==> src/rtl/apb_req_arbiter_pkg.sv <==
// Shared types and widths for the APB requester arbiter.
//   STRB_W     : APB byte-strobe width
//   DATA_W     : APB data width
//   state_e    : sequencer state (IDLE, SETUP, ACCESS, RESP)
//   apb_resp_t : completion payload returned to the granted requester
package apb_req_arbiter_pkg;

  localparam int unsigned STRB_W = 4;
  localparam int unsigned DATA_W = 32;

  typedef enum logic [1:0] {
    ST_IDLE   = 2'd0,
    ST_SETUP  = 2'd1,
    ST_ACCESS = 2'd2,
    ST_RESP   = 2'd3
  } state_e;

  typedef struct packed {
    logic [DATA_W-1:0] rdata;
    logic              err;
  } apb_resp_t;

endpackage

==> src/rtl/apb_req_arbiter_rr_pick.sv <==
// Combinational round-robin picker.
//   req   : request vector, one bit per requester
//   ptr   : index of the most recently granted requester
//   gnt_c : one-hot winner, first set bit searching upward from ptr+1 (wrapping)
//   idx_c : binary index of the winner (0 when no request)
module rr_pick #(
  parameter int unsigned NUM_REQ = 2,
  parameter int unsigned IDX_W   = 1
) (
  input  logic [NUM_REQ-1:0] req,
  input  logic [IDX_W-1:0]   ptr,
  output logic [NUM_REQ-1:0] gnt_c,
  output logic [IDX_W-1:0]   idx_c
);

  logic [IDX_W-1:0] cand;

  // Walk from the farthest candidate to the nearest so the nearest set bit wins.
  always_comb begin
    gnt_c = '0;
    idx_c = '0;
    cand  = '0;
    for (int unsigned k = NUM_REQ; k >= 1; k--) begin
      cand = IDX_W'((32'(ptr) + k) % NUM_REQ);
      if (req[cand]) begin
        gnt_c       = '0;
        gnt_c[cand] = 1'b1;
        idx_c       = cand;
      end
    end
  end

endmodule

==> src/rtl/apb_req_arbiter.sv <==
// Round-robin arbiter that shares one APB completer between NUM_REQ requesters
// and sequences the SETUP/ACCESS phases for the granted one.
// Optional ACCESS-phase timeout: define APB_REQ_ARBITER_TIMEOUT_EN.
// Ports:
//   pclk, presetn               : clock, synchronous active-low reset
//   req_valid/write/addr/wdata/strb : per-requester request (flattened slices)
//   resp_valid/rdata/err        : one-hot completion pulse with read data / error
//   grant                       : one-hot owner of the current transfer
//   psel..pwdata                : APB requester outputs
//   prdata, pready, pslverr     : APB completer inputs
module apb_req_arbiter
  import apb_req_arbiter_pkg::*;
#(
  parameter int unsigned NUM_REQ        = 2,
  parameter int unsigned ADDR_W         = 8,
  parameter int unsigned TIMEOUT_CYCLES = 16
) (
  input  logic                      pclk,
  input  logic                      presetn,
  input  logic [NUM_REQ-1:0]        req_valid,
  input  logic [NUM_REQ-1:0]        req_write,
  input  logic [NUM_REQ*ADDR_W-1:0] req_addr,
  input  logic [NUM_REQ*DATA_W-1:0] req_wdata,
  input  logic [NUM_REQ*STRB_W-1:0] req_strb,
  output logic [NUM_REQ-1:0]        resp_valid,
  output logic [DATA_W-1:0]         resp_rdata,
  output logic                      resp_err,
  output logic [NUM_REQ-1:0]        grant,
  output logic                      psel,
  output logic                      penable,
  output logic [ADDR_W-1:0]         paddr,
  output logic                      pwrite,
  output logic [STRB_W-1:0]         pstrb,
  output logic [DATA_W-1:0]         pwdata,
  input  logic [DATA_W-1:0]         prdata,
  input  logic                      pready,
  input  logic                      pslverr
);

  localparam int unsigned IDX_W = (NUM_REQ > 1) ? $clog2(NUM_REQ) : 1;

  state_e              state_q, state_d;
  logic [IDX_W-1:0]    ptr_q, ptr_d;
  logic [NUM_REQ-1:0]  grant_q, grant_d;
  logic [NUM_REQ-1:0]  resp_valid_q, resp_valid_d;
  logic                psel_q, psel_d;
  logic                penable_q, penable_d;
  logic                pwrite_q, pwrite_d;
  logic [ADDR_W-1:0]   paddr_q, paddr_d;
  logic [STRB_W-1:0]   pstrb_q, pstrb_d;
  logic [DATA_W-1:0]   pwdata_q, pwdata_d;
  apb_resp_t           resp_q, resp_d;

  logic [NUM_REQ-1:0]  pick_gnt_c;
  logic [IDX_W-1:0]    pick_idx_c;
  logic                sel_write_c;
  logic [ADDR_W-1:0]   sel_addr_c;
  logic [DATA_W-1:0]   sel_wdata_c;
  logic [STRB_W-1:0]   sel_strb_c;
  logic                timeout_c;

  rr_pick #(
    .NUM_REQ (NUM_REQ),
    .IDX_W   (IDX_W)
  ) u_rr_pick (
    .req   (req_valid),
    .ptr   (ptr_q),
    .gnt_c (pick_gnt_c),
    .idx_c (pick_idx_c)
  );

  // Route the winning requester's fields to the APB latch inputs.
  always_comb begin
    sel_write_c = 1'b0;
    sel_addr_c  = '0;
    sel_wdata_c = '0;
    sel_strb_c  = '0;
    for (int unsigned i = 0; i < NUM_REQ; i++) begin
      if (pick_gnt_c[i]) begin
        sel_write_c = req_write[i];
        sel_addr_c  = req_addr[i*ADDR_W +: ADDR_W];
        sel_wdata_c = req_wdata[i*DATA_W +: DATA_W];
        sel_strb_c  = req_strb[i*STRB_W +: STRB_W];
      end
    end
  end

`ifdef APB_REQ_ARBITER_TIMEOUT_EN
  localparam int unsigned TO_W = $clog2(TIMEOUT_CYCLES + 1);

  logic [TO_W-1:0] to_cnt_q, to_cnt_d;

  // Counts wait-state ACCESS cycles; cleared while in SETUP, i.e. on ACCESS entry.
  always_comb begin
    to_cnt_d  = to_cnt_q;
    timeout_c = 1'b0;
    if (state_q == ST_SETUP) begin
      to_cnt_d = '0;
    end else if ((state_q == ST_ACCESS) && !pready) begin
      to_cnt_d  = to_cnt_q + TO_W'(1);
      timeout_c = (to_cnt_d == TO_W'(TIMEOUT_CYCLES));
    end
  end

  always_ff @(posedge pclk) begin
    if (!presetn) begin
      to_cnt_q <= '0;
    end else begin
      to_cnt_q <= to_cnt_d;
    end
  end
`else
  assign timeout_c = 1'b0;

  // TIMEOUT_CYCLES only matters when the timeout is built in.
  if (TIMEOUT_CYCLES == 0) begin : g_timeout_unused
  end
`endif

  // Sequencer next-state and registered-output logic.
  always_comb begin
    state_d      = state_q;
    ptr_d        = ptr_q;
    grant_d      = grant_q;
    resp_valid_d = '0;
    psel_d       = psel_q;
    penable_d    = penable_q;
    pwrite_d     = pwrite_q;
    paddr_d      = paddr_q;
    pstrb_d      = pstrb_q;
    pwdata_d     = pwdata_q;
    resp_d       = resp_q;
    case (state_q)
      ST_IDLE: begin
        if (|req_valid) begin
          state_d   = ST_SETUP;
          ptr_d     = pick_idx_c;
          grant_d   = pick_gnt_c;
          psel_d    = 1'b1;
          penable_d = 1'b0;
          pwrite_d  = sel_write_c;
          paddr_d   = sel_addr_c;
          pwdata_d  = sel_wdata_c;
          pstrb_d   = sel_write_c ? sel_strb_c : '0;
        end
      end
      ST_SETUP: begin
        penable_d = 1'b1;
        state_d   = ST_ACCESS;
      end
      ST_ACCESS: begin
        if (pready || timeout_c) begin
          psel_d       = 1'b0;
          penable_d    = 1'b0;
          resp_valid_d = grant_q;
          state_d      = ST_RESP;
          if (pready) begin
            resp_d.rdata = pwrite_q ? '0 : prdata;
            resp_d.err   = pslverr;
          end else begin
            resp_d.rdata = '0;
            resp_d.err   = 1'b1;
          end
        end
      end
      ST_RESP: begin
        grant_d = '0;
        state_d = ST_IDLE;
      end
      default: begin
        state_d = ST_IDLE;
      end
    endcase
  end

  // Pointer resets to the last index so requester 0 is searched first.
  always_ff @(posedge pclk) begin
    if (!presetn) begin
      state_q      <= ST_IDLE;
      ptr_q        <= IDX_W'(NUM_REQ - 1);
      grant_q      <= '0;
      resp_valid_q <= '0;
      psel_q       <= 1'b0;
      penable_q    <= 1'b0;
      pwrite_q     <= 1'b0;
      paddr_q      <= '0;
      pstrb_q      <= '0;
      pwdata_q     <= '0;
      resp_q       <= '0;
    end else begin
      state_q      <= state_d;
      ptr_q        <= ptr_d;
      grant_q      <= grant_d;
      resp_valid_q <= resp_valid_d;
      psel_q       <= psel_d;
      penable_q    <= penable_d;
      pwrite_q     <= pwrite_d;
      paddr_q      <= paddr_d;
      pstrb_q      <= pstrb_d;
      pwdata_q     <= pwdata_d;
      resp_q       <= resp_d;
    end
  end

  assign grant      = grant_q;
  assign resp_valid = resp_valid_q;
  assign resp_rdata = resp_q.rdata;
  assign resp_err   = resp_q.err;
  assign psel       = psel_q;
  assign penable    = penable_q;
  assign pwrite     = pwrite_q;
  assign paddr      = paddr_q;
  assign pstrb      = pstrb_q;
  assign pwdata     = pwdata_q;

endmodule

==> config.mk <==
export PLATFORM = sky130hd
export DESIGN_NAME = apb_req_arbiter
export DESIGN_NICKNAME = d
export VERILOG_FILES = /design/src/rtl/apb_req_arbiter_pkg.sv /design/src/rtl/apb_req_arbiter_rr_pick.sv /design/src/rtl/apb_req_arbiter.sv
export SDC_FILE = /design/constraint.sdc
export NUM_CORES = 1
export LEC_CHECK = 0
export ABC_CLOCK_PERIOD_IN_PS = 2300
export CORE_ASPECT_RATIO = 0.7
export CORE_UTILIZATION = 25
export DETAILED_ROUTE_END_ITERATION = 10
export PLACE_DENSITY = 0.59
export SLEW_MARGIN = 25
export SYNTH_ARGS = -nofsm -noshare
export SYNTH_HDL_FRONTEND = slang
export SYNTH_SLANG_ARGS = --single-unit
==> constraint.sdc <==
create_clock -name pclk -period 2.3 [get_ports pclk]
set_input_delay 0.69 -clock pclk [delete_from_list [all_inputs] [get_ports pclk]]
set_output_delay 0.69 -clock pclk [all_outputs]
set_load 0.1 [all_outputs]
---- Word-level counts from Yosys, hierarchy flattened ----
Cells that the tools add are included.
W data, S select, Z words.
operators by class
  $add $sub $neg .......................... 2
  $lt $le $gt $ge ......................... 4
  equal/unequal tests ..................... 5
  muxes and demuxes ....................... 32
  reduce and logical (&&, ||, !) cells .... 14
operators by type and width
  operator               number
  $mux W32               3
  $mux W8                2
  $mux W1                13
  $mux W4                3
  $mux W2                5
  $reduce_and A3 Y1      3
  $pmux W2 S4            1
  $reduce_and A2 Y1      4
  $eq A2 B2 Y1 const B   2
  $lt A1 B2 Y1 const B   2
  $ne A2 B2 Y1 const B   2
  $pmux W2 S2            1
  $reduce_bool A2 Y1     2
  $pmux W1 S3            1
  $reduce_bool A3 Y1     1
  $add A1 B1 Y1 const B  2
  $demux W1 S1           2
  $eq A2 B1 Y1 const B   1
  $ge A1 B1 Y1 const B   2
  $logic_and A1 B1 Y1    2
  $logic_not A2 Y1       1
  $pmux W1 S2            1
  $reduce_or A2 Y1       1
word-level totals
  flip-flop bits (word level) ............. 87
  input port bits ......................... 128
  logic and storage cells ................. 69

---- Logic depth before layout (Yosys ltp) ----
Gate-level depths: netlist (run 1).
  depth after elaboration ................. 10
  gate-level depth with buffers ........... 7
  depth with buffers taken out ............ 5

---- Cells and area by module ----
Synthesis (run 1) repeated with hierarchy kept, for this count alone.
unflattened totals
  cells, all modules ...................... 411
  area total of the unflattened synthesis .. 3766.1 um^2
modules (own cells, without submodules)
  module           instances  cells each  area each (um^2)  seq. area each (um^2)
  apb_req_arbiter  1          407         3739.8            1741.7
  rr_pick          1          4           26.3              0.0

---- Least setup slack after synthesis (run 1) ----
OpenSTA, ideal clock, no wires.
  kind .................................... register to register
  from .................................... register pwrite_q, in the netlist pwrite
  to ...................................... register resp_q, in the netlist resp_rdata[0]
  library setup time ...................... 0.118 ns
  arrival time ............................ 1.534 ns
  data required time ...................... 2.182 ns
  slack ................................... 0.649 ns
  cell stages (with the launch flop) ...... 4
  period minus slack after synthesis ...... 1.651 ns
  path through ............................ dfxtp_1 nor2_1 buf_2 a22o_1
between the ends
  cells in the longest elaborated chain, start to end .. 1
RTL lines
  what                    line                    text
  start, declared         apb_req_arbiter.sv:48   logic pwrite_q, pwrite_d;
  start signal, assigned  apb_req_arbiter.sv:197  pwrite_q <= pwrite_d;
  $mux W32                apb_req_arbiter.sv:158  resp_d.rdata = pwrite_q ? '0 : prdata;
  end signal, assigned    apb_req_arbiter.sv:201  resp_q <= resp_d;
  end, declared           apb_req_arbiter.sv:52   apb_resp_t resp_q, resp_d;
Every way passes these cells.
A chain may end at the register's enable or synchronous reset.

---- Worst setup path in the final report (run 1) ----
  from .................................... input port req_valid[1]
  to ...................................... register pstrb_q[2], in the netlist pstrb[2]
between the ends
  cells in the longest elaborated chain, start to end .. 7
  elaborated cells on any way between the ends .. 13
RTL lines
  what                                                     line                           text
  start, declared                                          apb_req_arbiter.sv:20          input logic [NUM_REQ-1:0] req_valid,
  $mux W1 (implied by the code) (2 in series)              apb_req_arbiter_rr_pick.sv:25  if (req[cand]) begin
  $mux W2 (2 in series)                                    apb_req_arbiter_rr_pick.sv:25
  $mux W4 / $mux W1 (equally long branches) (2 in series)  apb_req_arbiter.sv:79          if (pick_gnt_c[i]) begin
  $mux W4                                                  apb_req_arbiter.sv:144         pstrb_d = sel_write_c ? sel_strb_c : '0;
  end signal, assigned                                     apb_req_arbiter.sv:199         pstrb_q <= pstrb_d;
  end, declared                                            apb_req_arbiter.sv:50          logic [STRB_W-1:0] pstrb_q, pstrb_d;
Parallel ways exist; a longest one is shown, timed or not. The select of a mux whose other input is x is not followed.

==> out/summary.json, run 1 <==
{
  "global_routing": {
    "globalRoute.totalOverflow": 0,
    "grt.total_usage_pct": 17.18,
    "pin_count_of_the_biggest_net_entering_global_routing": 42,
    "grt_pass1_vias": 3622,
    "antenna_found_initial": 0,
    "grt_first_pass_wirelength_um": 18940
  },
  "timing": {
    "max-slew-margin-rel_pct": 66.11,
    "final_critical_path_time_including_i_o_delays_and_setup_ps": 1956,
    "rsz_0062_raised_after_global_routing": "false",
    "slew_viol_final": 0,
    "fin_skew_ps": 7.019,
    "hold_violations": 0,
    "fin_worst_hold_slack_ps": 458.4,
    "setup-violations-final": 0,
    "fin_crit_sh_pct": 85.03,
    "clock.fmax_ghz": 0.5113,
    "tightest_slew_ps": 508.3,
    "fin_setup_tns_ps": 0
  },
  "synth": {
    "synth_largest_area_cell": "sky130_fd_sc_hd__dfxtp_1",
    "post_synth_num_cell_types": 30,
    "main_flop_type_after_synthesis": "sky130_fd_sc_hd__dfxtp_1",
    "netlist_area_sq_um": 3376,
    "synth_fp_nets": 470,
    "yosysWarnings": 0,
    "syn_avg_cell_area_sq_um": 10.02,
    "asyncSetResetFlopFracSynth_pct": 0,
    "count_of_state_elements_after_synthesis": 87,
    "sequential_share_of_the_synthesized_area_pct": 51.59,
    "post_synth_inst_count": 337,
    "area_fraction_of_the_dominant_cell_type_after_synthesis_pct": 51.59,
    "synth_top_cells_by_area": "sky130_fd_sc_hd__dfxtp_1, sky130_fd_sc_hd__a32oi_1, sky130_fd_sc_hd__a22o_1, sky130_fd_sc_hd__a21oi_1, sky130_fd_sc_hd__nand3_1",
    "number_of_enable_type_register_cells_in_the_synthesized_netlist": 0
  },
  "floorplanning": {
    "core_sq_um": 13180,
    "rows": 35,
    "die_area_sq_um": 13980,
    "initial_core_util_pct": 25.61,
    "fp.dieW_um": 140.9,
    "dieHeight_um": 99.22,
    "io-pin-count": 212
  },
  "drt": {
    "detail_route.first_pass.iterations": 7,
    "via_per_inst": 4.894,
    "detail-route-antenna-nets": 0,
    "remaining_drc_errors": 2,
    "via_count": 3568,
    "wl_per_cell_um": 16.50,
    "drtIter0Drc": 130,
    "routed_wl_um": 12030
  },
  "flow_run": {
    "drv_cap": 0
  },
  "clock_tree": {
    "skew_pair_late_insertion_delay_ps": 340,
    "worst_setup_hold_path_clk_slew_ps": 70,
    "cts.repair.resized": 0,
    "htree_levels": 3,
    "cts-buffers-inserted": 9,
    "cts.path.max_buffers": 2,
    "clkSinkCount": 87,
    "post_cts_hold_buffer_count": 0,
    "clock_tree.root_cell": "sky130_fd_sc_hd__clkbuf_16",
    "clock_tree_from_tritoncts": "done",
    "post_cts.repair.setup_buffers": 0
  },
  "power_and_ir_drop": {
    "power-per-cell-area_nw_per_um2": 1287,
    "total_leakage_power_nw": 2.274,
    "ir_worst_vdd_uv": 554.3,
    "power.total_mw": 7.497
  },
  "min_path": {
    "min_from": "grant[0]$_SDFFE_PN0P_",
    "hold_path.class": "flop to flop"
  },
  "layout": {
    "finish.utilization_pct": 44.20,
    "most_common_cell_after_layout_fill_and_taps_aside": "sky130_fd_sc_hd__clkdlybuf4s50_1",
    "antennaDiodeCount": 0,
    "final_cell_mix": "sky130_fd_sc_hd__clkdlybuf4s50_1, sky130_fd_sc_hd__buf_4, sky130_fd_sc_hd__dfxtp_1, sky130_fd_sc_hd__nand3_1",
    "fraction_of_final_layout_cells_sized_beyond_drive_strength_1_pct": 22.61,
    "areaGrowthSynthToFinish_pct": 72.57,
    "finalNonFillerCells": 729,
    "finalNetCount": 672
  },
  "setup_path": {
    "critical_path_class": "input port to flop",
    "regToRegStartpoint": "state_q[1]$_SDFFE_PN0P_",
    "path_max_fanout": 10,
    "crit_start": "req_valid[1]",
    "critPathRequiredTime_ps": 2500,
    "critical_path.startpoint_type": "input port",
    "cp_data_arrival_time_ps": 2160,
    "element_type_at_the_critical_path_end": "flop"
  },
  "placement": {
    "placed_cells": 713,
    "port_buffers": 211,
    "dp_hpwl_um": 8796,
    "gpl.final_weighted_congestion": 0.6873
  },
  "outcome": {
    "failed_checks": "design-rule violations",
    "run_status": "finished, violations left"
  }
}
==> through the flow <==
stage | setup slack [ps] | area (sq um)
finish | 344.3 | 5826
floorplan | 648.5 | 3376
global placement | 72.11 | 5543
detailed placement | 27.58 | 5543
CTS | 381.5 | 5826
global route | 235.0 | 5826
==> registers in the layout, summed over array words and instances (netlist names) <==
signal / cells
pwdata: 32
resp_rdata: 32
paddr: 8
pstrb: 4
grant: 2
resp_valid: 2
state_q: 2
penable: 1
psel: 1
ptr_q: 1
pwrite: 1
resp_err: 1
==> critical path, stage by stage <==
cell                              delay (ps)
sky130_fd_sc_hd__clkdlybuf4s50_1         630
sky130_fd_sc_hd__nand2b_2                210
sky130_fd_sc_hd__a32oi_1                 490
sky130_fd_sc_hd__o31ai_1                 140
==> path summary, 6_finish.rpt <==
kind	end	slack (ps)	cells after the start
hold / removal	resp_valid[0]$_SDFF_PN0_	460	2
setup / recovery	pstrb[2]$_SDFFE_PN0P_	340	4
setup reg to reg	grant[0]$_SDFFE_PN0P_	470	6
hold reg to reg	resp_valid[0]$_SDFF_PN0_	460	2
==> kinds of logic (layout without fill, tap and decap cells) <==
group / Yosys count / count (layout) / synth area share [%]
buf+inv: 41 / 248 / 5.893
simple gates: 65 / 65 / 9.971
compound gates: 139 / 139 / 30.69
fa+ha+maj: 5 / 5 / 1.853
flops: 87 / 87 / 51.59
==> power by group <==
| group | switching [mW] | leakage [nW] | internal [mW] | total, mW |
|---|---|---|---|---|
| logic | 3.05 | 1.43 | 1.04 | 4.09 |
| clock network | 0.643 | 0.135 | 0.750 | 1.39 |
| registers | 0.192 | 0.710 | 1.82 | 2.01 |
==> Yosys cell counts, types with 2 or more instances <==
| master | n |
|---|---|
| sky130_fd_sc_hd__a21oi_1 | 46 |
| sky130_fd_sc_hd__a22o_1 | 32 |
| sky130_fd_sc_hd__a32oi_1 | 45 |
| sky130_fd_sc_hd__and2_1 | 3 |
| sky130_fd_sc_hd__buf_2 | 15 |
| sky130_fd_sc_hd__buf_4 | 5 |
| sky130_fd_sc_hd__clkbuf_1 | 14 |
| sky130_fd_sc_hd__dfxtp_1 | 87 |
| sky130_fd_sc_hd__ha_1 | 5 |
| sky130_fd_sc_hd__inv_1 | 5 |
| sky130_fd_sc_hd__nand2_1 | 4 |
| sky130_fd_sc_hd__nand3_1 | 46 |
| sky130_fd_sc_hd__nand3b_1 | 2 |
| sky130_fd_sc_hd__nor2_1 | 5 |
| sky130_fd_sc_hd__o21a_1 | 2 |
| sky130_fd_sc_hd__o21ai_0 | 4 |
| sky130_fd_sc_hd__o31ai_1 | 4 |
==> layer usage <==
layer | GRT usage (%) | share of wire, %
met1 | 22.47 | 47
met2 | 27.63 | 47
met3 | 5.152 | 5.6
met4 | 4.431 | 0.64
met5 | 0 | 0
==> area by class of cell <==
class	instances	area, sq um
clock buffer	10	229.0
clock inverter	6	53.80
fill	1272	7356
inverter	5	18.77
multi-input combinational	209	1454
sequential	87	1742
tap	185	231.5
timing repair buffer	227	2097
(Power assumes the default switching activity.)
==> inputs of run 2 (changes only) <==
--- a/config.mk
+++ b/config.mk
@@ -5,11 +5,11 @@
 export SDC_FILE = /design/constraint.sdc
 export NUM_CORES = 1
 export LEC_CHECK = 0
-export ABC_CLOCK_PERIOD_IN_PS = 2300
+export ABC_CLOCK_PERIOD_IN_PS = 1740
 export CORE_ASPECT_RATIO = 0.7
 export CORE_UTILIZATION = 25
 export DETAILED_ROUTE_END_ITERATION = 10
-export PLACE_DENSITY = 0.59
+export PLACE_DENSITY = 0.62
 export SLEW_MARGIN = 25
 export SYNTH_ARGS = -nofsm -noshare
 export SYNTH_HDL_FRONTEND = slang
==> constraint.sdc (replaced) <==
create_clock -name pclk -period 1.74 [get_ports pclk]
set_input_delay 0.522 -clock pclk [delete_from_list [all_inputs] [get_ports pclk]]
set_output_delay 0.522 -clock pclk [all_outputs]
set_load 0.1 [all_outputs]
==> out/summary.json, run 2 (synthesized netlist as in run 1, its figures left out) <==
{
  "timing": {
    "fin_crit_sh_pct": 94.85,
    "tightest_slew_ps": 400.9,
    "max-slew-margin-rel_pct": 73.22,
    "rsz_0062_raised_after_global_routing": "true",
    "hold_violations": 0,
    "slew_viol_final": 0,
    "setup-violations-final": 0,
    "final_critical_path_time_including_i_o_delays_and_setup_ps": 1650,
    "clock.fmax_ghz": 0.6059,
    "fin_skew_ps": 6.912
  },
  "setup_path": {
    "critical_path.startpoint_type": "input port",
    "cpPeakStageDelay_ps": 560,
    "slowest_cell_on_the_critical_path": "sky130_fd_sc_hd__clkdlybuf4s50_1",
    "crit_chain": "clkdlybuf4s50_1 -> a21boi_4 -> a32oi_1 -> buf_4 -> o31ai_1",
    "ff2ff_path_depth": 6,
    "critical_path_class": "input port to flop",
    "regToRegSetupSlack_ps": 130,
    "worst_r2r_endpoint": "state_q[0]$_SDFFE_PN0P_",
    "critPathRequiredTime_ps": 1990,
    "path_max_fanout": 5,
    "regToRegStartpoint": "state_q[0]$_SDFFE_PN0P_",
    "element_type_at_the_critical_path_end": "flop",
    "cp_data_arrival_time_ps": 1900
  },
  "clock_tree": {
    "cts-buffers-inserted": 9,
    "worst_setup_hold_path_clk_slew_ps": 70,
    "clock_tree.root_cell": "sky130_fd_sc_hd__clkbuf_16",
    "htree_levels": 3,
    "cts.path.max_buffers": 2,
    "clock_tree_from_tritoncts": "done",
    "skew_pair_late_insertion_delay_ps": 340,
    "clkSinkCount": 87
  },
  "power_and_ir_drop": {
    "total_leakage_power_nw": 2.606,
    "power-per-cell-area_nw_per_um2": 1610,
    "ir_worst_vdd_uv": 865.5,
    "power.total_mw": 11.31
  },
  "floorplanning": {
    "initial_core_util_pct": 25.61,
    "die_area_sq_um": 13980,
    "dieHeight_um": 99.22,
    "io-pin-count": 212,
    "fp.dieW_um": 140.9,
    "rows": 35,
    "core_sq_um": 13180
  },
  "drt": {
    "via_count": 3598,
    "detail_route.first_pass.iterations": 4,
    "routed_wl_um": 12610,
    "drtIter0Drc": 144,
    "detail-route-antenna-nets": 0,
    "remaining_drc_errors": 0,
    "wl_per_cell_um": 17.06,
    "via_per_inst": 4.869
  },
  "global_routing": {
    "pin_count_of_the_biggest_net_entering_global_routing": 43,
    "grt_pass1_vias": 3590,
    "grt_first_pass_wirelength_um": 19380,
    "grt.total_usage_pct": 17.79,
    "globalRoute.totalOverflow": 0,
    "antenna_found_initial": 0
  },
  "layout": {
    "areaGrowthSynthToFinish_pct": 108.0,
    "fraction_of_final_layout_cells_sized_beyond_drive_strength_1_pct": 24.37,
    "layout.cell_area.non_filler_sq_um": 7020,
    "antennaDiodeCount": 0,
    "final_cell_mix": "sky130_fd_sc_hd__clkdlybuf4s50_1, sky130_fd_sc_hd__buf_12, sky130_fd_sc_hd__dfxtp_1, sky130_fd_sc_hd__nand3_1",
    "most_common_cell_after_layout_fill_and_taps_aside": "sky130_fd_sc_hd__clkdlybuf4s50_1",
    "finalNetCount": 682
  },
  "min_path": {
    "number_of_stages_on_the_worst_hold_path": 2,
    "worstHoldEndpoint": "resp_valid[1]$_SDFF_PN0_",
    "hold_path.class": "flop to flop",
    "min_from": "grant[1]$_SDFFE_PN0P_"
  },
  "placement": {
    "gpl.final_weighted_congestion": 0.7607,
    "dp_hpwl_um": 9638,
    "placed_area_sq_um": 6708,
    "port_buffers": 211
  },
  "flow_run": {
    "drv_cap": 0
  },
  "outcome": {
    "run_status": "completed"
  }
}
[run 2: timing repair]
action	4_1_cts	5_1_grt
setup endpoints to repair	0	23
hold buffers	0	0
gates resized for setup	0	2
setup buffers	0	0
[run 2: cell type report]
class / count / area, sq um
fill: 1154 / 6161
timing repair buffer: 237 / 3268
inverter: 5 / 18.77
multi-input combinational: 209 / 1455
clock inverter: 7 / 80.08
tap: 185 / 231.5
clock buffer: 9 / 225.2
sequential: 87 / 1742
[run 2: where the power goes]
part / internal [mW] / total [mW] / switching, mW
Sequential: 2.41 / 2.86 / 0.456
Combinational: 2.39 / 6.46 / 4.07
Clock: 1.13 / 1.98 / 0.846
Total: 5.93 / 11.3 / 5.37
[run 2: per-stage QoR]
stage	cells	hold slack [ps]	TNS (ps)	worst slack [ps]	utilization, %
after global routing	739	523.8	-8.369	-8.369	53.26
after detailed placement	723	479.2	-12630	-252.2	50.89
final	739	487.5	0	89.69	53.26
after global placement	723	470.6	-10370	-218.5	50.89
after CTS	739	489.7	0	54.58	53.20
after floorplan	337	543.2	0	88.52	-
[run 2: worst max path at each step]
stage | cells after the start | startpoint | slack (ps) | to
final | 5 | req_valid[1] | 90 | pstrb[1]$_SDFFE_PN0P_
after global routing | 6 | state_q[1]$_SDFFE_PN0P_ | -8 | state_q[0]$_SDFFE_PN0P_
after CTS | 6 | state_q[1]$_SDFFE_PN0P_ | 50 | grant[0]$_SDFFE_PN0P_
after detailed placement | 5 | req_valid[1] | -250 | pwdata[6]$_SDFFE_PN0P_
after global placement | 5 | req_valid[1] | -220 | pstrb[1]$_SDFFE_PN0P_
after floorplan | 3 | pwrite$_SDFFE_PN0P_ | 90 | resp_rdata[0]$_SDFFE_PN0P_
[run 2: per-layer routing]
| metal | share of wire, % | global-route usage [%] | routed length [um] | up-vias |
|---|---|---|---|---|
| met5 | 0 | 0 | 0 | - |
| met4 | 0.94 | 4.431 | 118 | 0 |
| met1 | 45 | 22.36 | 5683 | 1734 |
| met3 | 6.3 | 5.344 | 791 | 10 |
| li1 | - | - | - | 1730 |
| met2 | 48 | 29.85 | 6014 | 124 |
[run 2: critical path, delay by kind of cell]
family / cells / cell delay, ps
buf+inv: 2 / 730
compound gates: 3 / 650
